$ cat config.mk
export PLATFORM = sky130hd
export DESIGN_NAME = wb_master_bridge
export DESIGN_NICKNAME = d
export VERILOG_FILES = /design/src/rtl/wb_bridge_pkg.sv /design/src/rtl/wb_master_bridge_timeout.sv /design/src/rtl/wb_master_bridge.sv
export SDC_FILE = /design/constraint.sdc
export NUM_CORES = 1
export LEC_CHECK = 0
export ABC_AREA = 1
export CAP_MARGIN = 20
export CELL_PAD_IN_SITES_DETAIL_PLACEMENT = 2
export CELL_PAD_IN_SITES_GLOBAL_PLACEMENT = 2
export CORE_ASPECT_RATIO = 0.75
export CORE_MARGIN = 4
export CORE_UTILIZATION = 21
export DETAILED_ROUTE_END_ITERATION = 8
export GPL_ROUTABILITY_DRIVEN = 0
export MAX_ROUTING_LAYER = met4
export PLACE_DENSITY = 0.84
export SYNTH_ARGS = -nofsm -noshare
export SYNTH_HDL_FRONTEND = slang
export SYNTH_SLANG_ARGS = --single-unit
export TNS_END_PERCENT = 100
$ cat constraint.sdc
create_clock -name clk -period 1.7 [get_ports clk]
set_clock_uncertainty 0.1 [all_clocks]
set_input_delay 0.51 -clock clk [delete_from_list [all_inputs] [get_ports clk]]
set_output_delay 0.51 -clock clk [all_outputs]
set_load 0.05 [all_outputs]
$ cat src/rtl/wb_bridge_pkg.sv
// Shared types and helpers for the Wishbone master bridge.
package wb_bridge_pkg;

  typedef enum logic [1:0] {
    IDLE   = 2'd0,
    ACTIVE = 2'd1,
    DONE   = 2'd2
  } bridge_state_e;

  localparam logic [31:0] WB_ERROR_DATA = 32'hFFFF_FFFF;

  function automatic int timeout_cnt_width(input int timeout_cycles);
    int w;
    w = $clog2(timeout_cycles + 1);
    return (w < 1) ? 1 : w;
  endfunction

endpackage

$ cat src/rtl/wb_master_bridge_timeout.sv
// Bus-cycle timeout counter: counts while run is high, flags the last allowed cycle.
module wb_timeout_counter
  import wb_bridge_pkg::*;
#(
  parameter int TIMEOUT_CYCLES = 255
) (
  input  logic clk,
  input  logic rst,
  input  logic run,
  input  logic clear,
  output logic expired
);

  localparam int CW = timeout_cnt_width(TIMEOUT_CYCLES);
  localparam logic [CW-1:0] LAST = (TIMEOUT_CYCLES == 0) ? '0 : CW'(TIMEOUT_CYCLES - 1);

  logic [CW-1:0] count;

  always_ff @(posedge clk) begin
    if (rst) begin
      count <= '0;
    end else if (clear) begin
      count <= '0;
    end else if (run) begin
      count <= count + CW'(1);
    end
  end

  // A zero timeout means the bus cycle may wait forever.
  assign expired = (TIMEOUT_CYCLES != 0) && run && (count == LAST);

endmodule

$ cat src/rtl/wb_master_bridge.sv
// Turns enable/busy requests into Wishbone B4 classic single-beat cycles with timeout.
// Optional sticky error status ports when WB_BRIDGE_ERROR_STATUS_EN is defined.
//
// state  | meaning
// IDLE   | waiting for reqEnable, reqBusy=1
// ACTIVE | bus cycle in progress, waiting for ack/err/timeout
// DONE   | one-cycle completion, reqBusy=0 and reqDataRead valid
module wb_master_bridge
  import wb_bridge_pkg::*;
#(
  parameter int ADDR_WIDTH     = 28,
  parameter int TIMEOUT_CYCLES = 255
) (
  input  logic                  clk,
  input  logic                  rst,
`ifdef WB_BRIDGE_ERROR_STATUS_EN
  input  logic                  errorClear,
  output logic                  errorFlag,
  output logic [ADDR_WIDTH-1:0] errorAddress,
`endif
  input  logic [ADDR_WIDTH-1:0] reqAddress,
  input  logic [3:0]            reqByteSelect,
  input  logic                  reqEnable,
  input  logic                  reqWriteEnable,
  input  logic [31:0]           reqDataWrite,
  output logic [31:0]           reqDataRead,
  output logic                  reqBusy,
  output logic                  wb_cyc_o,
  output logic                  wb_stb_o,
  output logic                  wb_we_o,
  output logic [3:0]            wb_sel_o,
  output logic [ADDR_WIDTH-1:0] wb_adr_o,
  output logic [31:0]           wb_dat_o,
  input  logic [31:0]           wb_dat_i,
  input  logic                  wb_ack_i,
  input  logic                  wb_err_i
);

  bridge_state_e state;
  logic          in_active;
  logic          bus_err;
  logic          bus_ack;
  logic          expired;
  logic          exiting;

  assign in_active = (state == ACTIVE);
  assign bus_err   = in_active && wb_err_i;
  assign bus_ack   = in_active && wb_ack_i;
  assign exiting   = bus_err || bus_ack || expired;

  wb_timeout_counter #(
    .TIMEOUT_CYCLES(TIMEOUT_CYCLES)
  ) u_timeout (
    .clk    (clk),
    .rst    (rst),
    .run    (in_active),
    .clear  (exiting),
    .expired(expired)
  );

  always_ff @(posedge clk) begin
    if (rst) begin
      state       <= IDLE;
      reqBusy     <= 1'b1;
      reqDataRead <= WB_ERROR_DATA;
      wb_cyc_o    <= 1'b0;
      wb_stb_o    <= 1'b0;
      wb_we_o     <= 1'b0;
      wb_sel_o    <= '0;
      wb_adr_o    <= '0;
      wb_dat_o    <= '0;
    end else begin
      case (state)
        IDLE: begin
          reqBusy <= 1'b1;
          if (reqEnable) begin
            wb_adr_o <= reqAddress;
            wb_sel_o <= reqByteSelect;
            wb_we_o  <= reqWriteEnable;
            wb_dat_o <= reqDataWrite;
            wb_cyc_o <= 1'b1;
            wb_stb_o <= 1'b1;
            state    <= ACTIVE;
          end
        end
        ACTIVE: begin
          if (exiting) begin
            wb_cyc_o    <= 1'b0;
            wb_stb_o    <= 1'b0;
            reqBusy     <= 1'b0;
            // err wins over a simultaneous ack; timeout also reports error data
            reqDataRead <= (bus_ack && !bus_err) ? wb_dat_i : WB_ERROR_DATA;
            state       <= DONE;
          end
        end
        DONE: begin
          reqBusy <= 1'b1;
          state   <= IDLE;
        end
        default: begin
          state <= IDLE;
        end
      endcase
    end
  end

`ifdef WB_BRIDGE_ERROR_STATUS_EN
  always_ff @(posedge clk) begin
    if (rst) begin
      errorFlag    <= 1'b0;
      errorAddress <= '0;
    end else if (bus_err || (expired && !bus_ack)) begin
      errorFlag    <= 1'b1;
      errorAddress <= wb_adr_o;
    end else if (errorClear) begin
      errorFlag    <= 1'b0;
      errorAddress <= '0;
    end
  end
`endif

endmodule

After elaboration in Yosys (flattened, before gate mapping)
Index checks and enable logic that the tools add are counted.

storage, ports and cells
  bits in registers = 109
  output and inout port bits = 100
  bits of input ports = 102

operators by class
  eq/ne operators = 5
  mux-type cells = 8
  reduce and logical (&&, ||, !) cells = 17
  add/sub/neg operators = 1

operator list
  operator                                                         number
  32-bit 2-to-1 mux                                                1
  8-bit by 1-bit adder with 8-bit output, second input constant    1
  8-bit == test, second input constant                             1
  2-bit AND reduction                                              4
  1-bit logical AND                                                4
  2-bit 2-to-1 mux                                                 2
  1-bit case mux with 2 select lines                               2
  2-bit case mux with 2 select lines                               1
  2-bit nonzero test                                               2
  2-bit OR reduction                                               2
  3-bit AND reduction                                              1
  2-bit by 1-bit == test with 1-bit output, second input constant  1
  2-bit == test, second input constant                             1
  2-bit logical NOT                                                1
  1-bit logical OR                                                 2
  1-bit 2-to-1 mux                                                 2
  2-bit by 1-bit != test with 1-bit output, second input constant  1
  2-bit != test, second input constant                             1
  1-bit logical NOT                                                1

Depth between registers and ports, before layout
  word-level depth = 6
  mapped depth = 8
  mapped depth without buffers = 7

Modules after synthesis
A second synthesis with hierarchy kept.

unflattened totals
  cell total of the unflattened synthesis = 503
  area, all modules = 4,072.7 µm²

modules (own cells, without submodules)
  module              cells an instance  sequential area each (µm²)  area each (µm²)  times used
  wb_master_bridge    449                2,021.9                     3,683.5          1
  wb_timeout_counter  54                 160.2                       389.1            1

Least setup slack after synthesis
No wires, ideal clock.

  kind = reg-to-output
  start = reg wb_stb_o
  end = out wb_stb_o
  cell stages (with the launch flop) = 2
  path buffers = 1
  setup slack = 0.176 ns
  data required time = 1.090 ns
  data arrival time = 0.914 ns
  cell sequence = dfxtp_1 -> buf_4

RTL lines
  item                    RTL line                RTL
  start, declared         wb_master_bridge.sv:29  output logic wb_stb_o,
  start signal, assigned  wb_master_bridge.sv:67  wb_stb_o <= 1'b0;
  start signal, assigned  wb_master_bridge.sv:82  wb_stb_o <= 1'b1;
  start signal, assigned  wb_master_bridge.sv:89  wb_stb_o <= 1'b0;

No word-level cell between the ends.

Worst setup path in the final report
  start = in wb_ack_i
  end = reg reqDataRead[14]

on the way
  word-level cells in the longest chain between the ends = 4
  elaborated cells on any way between the ends = 6

RTL lines
  item                                  RTL line                RTL
  start, declared                       wb_master_bridge.sv:35  input logic wb_ack_i,
  1-bit logical AND *                   wb_master_bridge.sv:48  assign bus_ack = in_active && wb_ack_i;
  1-bit logical OR (2 in a row)         wb_master_bridge.sv:49  assign exiting = bus_err || bus_ack || expired;
  2-bit AND reduction (no source line)  n/a
  end signal, assigned                  wb_master_bridge.sv:92  reqDataRead <= (bus_ack && !bus_err) ? wb_dat_i : WB_ERROR_DATA;
  end, declared                         wb_master_bridge.sv:26  output logic [31:0] reqDataRead,

Every way passes the cells marked *; elsewhere a longest branch is shown, timed or not.
A chain may end at the register's enable or synchronous reset.

==> results.cfg <==
[clock_tree]
h-tree-depth = 3
cts_made_buffers = 9
clkTransAtPathRegs_ps = 80
cts_sinks = 109
insertion_delay_ps = 350
clock_path_buffers = 2
cts_tree = built
cts-root-buf = clkbuf_16

[global_routing]
grt_pass1_wl_um = 28000
grt_pass1_vias = 5066
grt_usage_pct = 16.0
antenna_found_initial = 0
grt_max_degree = 48
grt_overflow_total = 0

[die]
initial_core_util_pct = 21.7
die_h_um = 131
io_pins = 202
die-area_sq_um = 22700
rows = 44
core_area_sq_um = 19700
die-width_um = 172

[detailed_routing]
vias = 4575
wl_per_cell_um = 17.7
viasPerCell = 4.46
firstDrtPassIters = 4
wirelength_um = 18100
postRouteAntennaNets = 0
drc = 0
drtIter0Drc = 203

[logic_synthesis]
yosys_warnings = 0
syn_area_sq_um = 4260
ys_ff_latch = 109
synthCells = 570
synth_nets = 674
ys_seq_area_share_pct = 51.2
synth.avg_cell_area_sq_um = 7.47
synth_cell_type_count = 28

[timing]
rsz0062_at_grt = false
tns_ps = 0
finalSetupViolations = 0
tightestPinTransition_ps = 496
final_hold_viol_count = 0
setup_slack_ps = 63.9
slew_violations = 0
slew_headroom_pct = 66.7
period_minus_slack_ps = 1640
fmax_ghz = 0.611
post-route-period-util_pct = 96.2

[worst_setup_path]
critPathCaptureType = flop
critical_path.most_common_cell = nand2_1
start_kind = primary input
critPathKind = primary input to flop
crit_slowest_cell = clkdlybuf4s50_1
worst_path_largest_cell_delay_ps = 570
worstPathCellList = clkdlybuf4s50_1, nand2_2, nor2_4, buf_12, nand2_1, nand2_1, nand3_1
r2r_cells = 7
crit_arrival_ps = 1760
cp.required_ps = 1820
cp_max_fo = 23

[final_layout]
antenna_cells = 0
area_delta_synth_final_pct = 87.3
stdcell_count = 1026
drive_above_1_share_pct = 19.5
layout_common_cells = nor2_1 (142), dfxtp_1 (109), buf_12 (107)
final_common_cell = nor2_1
final_net_count = 873
final_core_util_pct = 40.6

[min_path]
hold_depth = 1
hold_class = flop to flop

[power_and_ir_drop]
vdd_drop_max_v = 0.000427
p_leak_nw = 3.42
power_density_nw_per_um2 = 1010

[placement]
port_buffers = 201
dp.final_hpwl_um = 13800
dp.cells = 1010
post-place-ws_ps = -277

[flow_run]
drv_cap = 0

[run_status]
outcome = finished clean
metrics by stage:
step	power, mW	hold WS, ps	instance area (sq um)
floorplan	4.26	317	4260
global route	8.43	407	7980
CTS	8.18	378	7960
finish	8.06	374	7980
global placement	5.72	345	7640
detailed placement	5.81	351	7640
kinds of logic (layout without fill, tap and decap cells):
logic type | count (synthesis) | count (layout) | synth area share, %
adder cells (fa/ha/maj) | 2 | 2 | 0.587
AO/OA/AOI/OAI | 71 | 71 | 8.43
buffers and inverters | 77 | 280 | 8.34
AND/OR/NAND/NOR | 307 | 307 | 30.6
XOR/XNOR | 4 | 4 | 0.822
flip-flops | 109 | 109 | 51.2
worst paths after layout:
check / from / endpoint / slack (ps)
worst max-delay path: wb_ack_i / reqDataRead[14] / 60
worst min-delay path: state[0] / reqBusy / 370
worst max register to register: u_timeout.count[4] / reqDataRead[14] / 130
worst min register to register: state[0] / reqBusy / 370
critical path, delay by kind of cell:
kind | cells | cell delay [ps]
buffers and inverters | 2 | 750
AND/OR/NAND/NOR | 5 | 490
synth_stat cells (all sizes together):
master,count,area (sq um)
nand4,1,21.3
xnor2,2,17.5
clkbuf,12,45.0
a21oi,5,25.0
nor3,1,5.00
nand3,70,355
buf,25,160
dfxtp,109,2180
inv,39,146
ha,2,25.0
or2,1,6.26
nand2,88,338
nand3b,1,7.51
xor2,2,17.5
nor2,145,571
clkinv,1,3.75
o21ai,66,334
layer usage:
metal | GRT usage [%] | up-vias | share of wire [%]
li1 | - | 2193 | -
met2 | 25.8 | 160 | 46
met3 | 6.22 | 18 | 9.0
met1 | 19.0 | 2204 | 43
met5 | - | - | 0
met4 | 3.19 | 0 | 1.1
power breakdown:
group          leakage [nW]  total (mW)  switching [mW]  internal (mW)
Sequential            0.900        3.04           0.258           2.78
Combinational          2.37        2.69            1.41           1.28
Clock                 0.145        2.32            1.03           1.29
repair_timing:
action,4_1_cts,5_1_grt
hold endpoints to repair,0,0
resized for setup,0,2
setup buffers,0,1
setup endpoints to repair,0,8
hold buffers,0,0
final cells by class:
| class | count | area [sq um] |
|---|---|---|
| sequential | 109 | 2180 |
| timing repair buffer | 225 | 3280 |
| clock buffer | 10 | 229 |
| fill | 2136 | 11700 |
| clock inverter | 5 | 83.8 |
| tap | 253 | 317 |
| inverter | 40 | 150 |
| multi-input combinational | 384 | 1740 |
flip-flops by register name (all words and copies together) (netlist names):
signal           flops
wb_stb_o             1
reqDataRead         32
wb_sel_o             4
wb_we_o              1
u_timeout.count      8
state                2
wb_adr_o            28
reqBusy              1
wb_dat_o            32
Power figures use the tool's default switching activity.
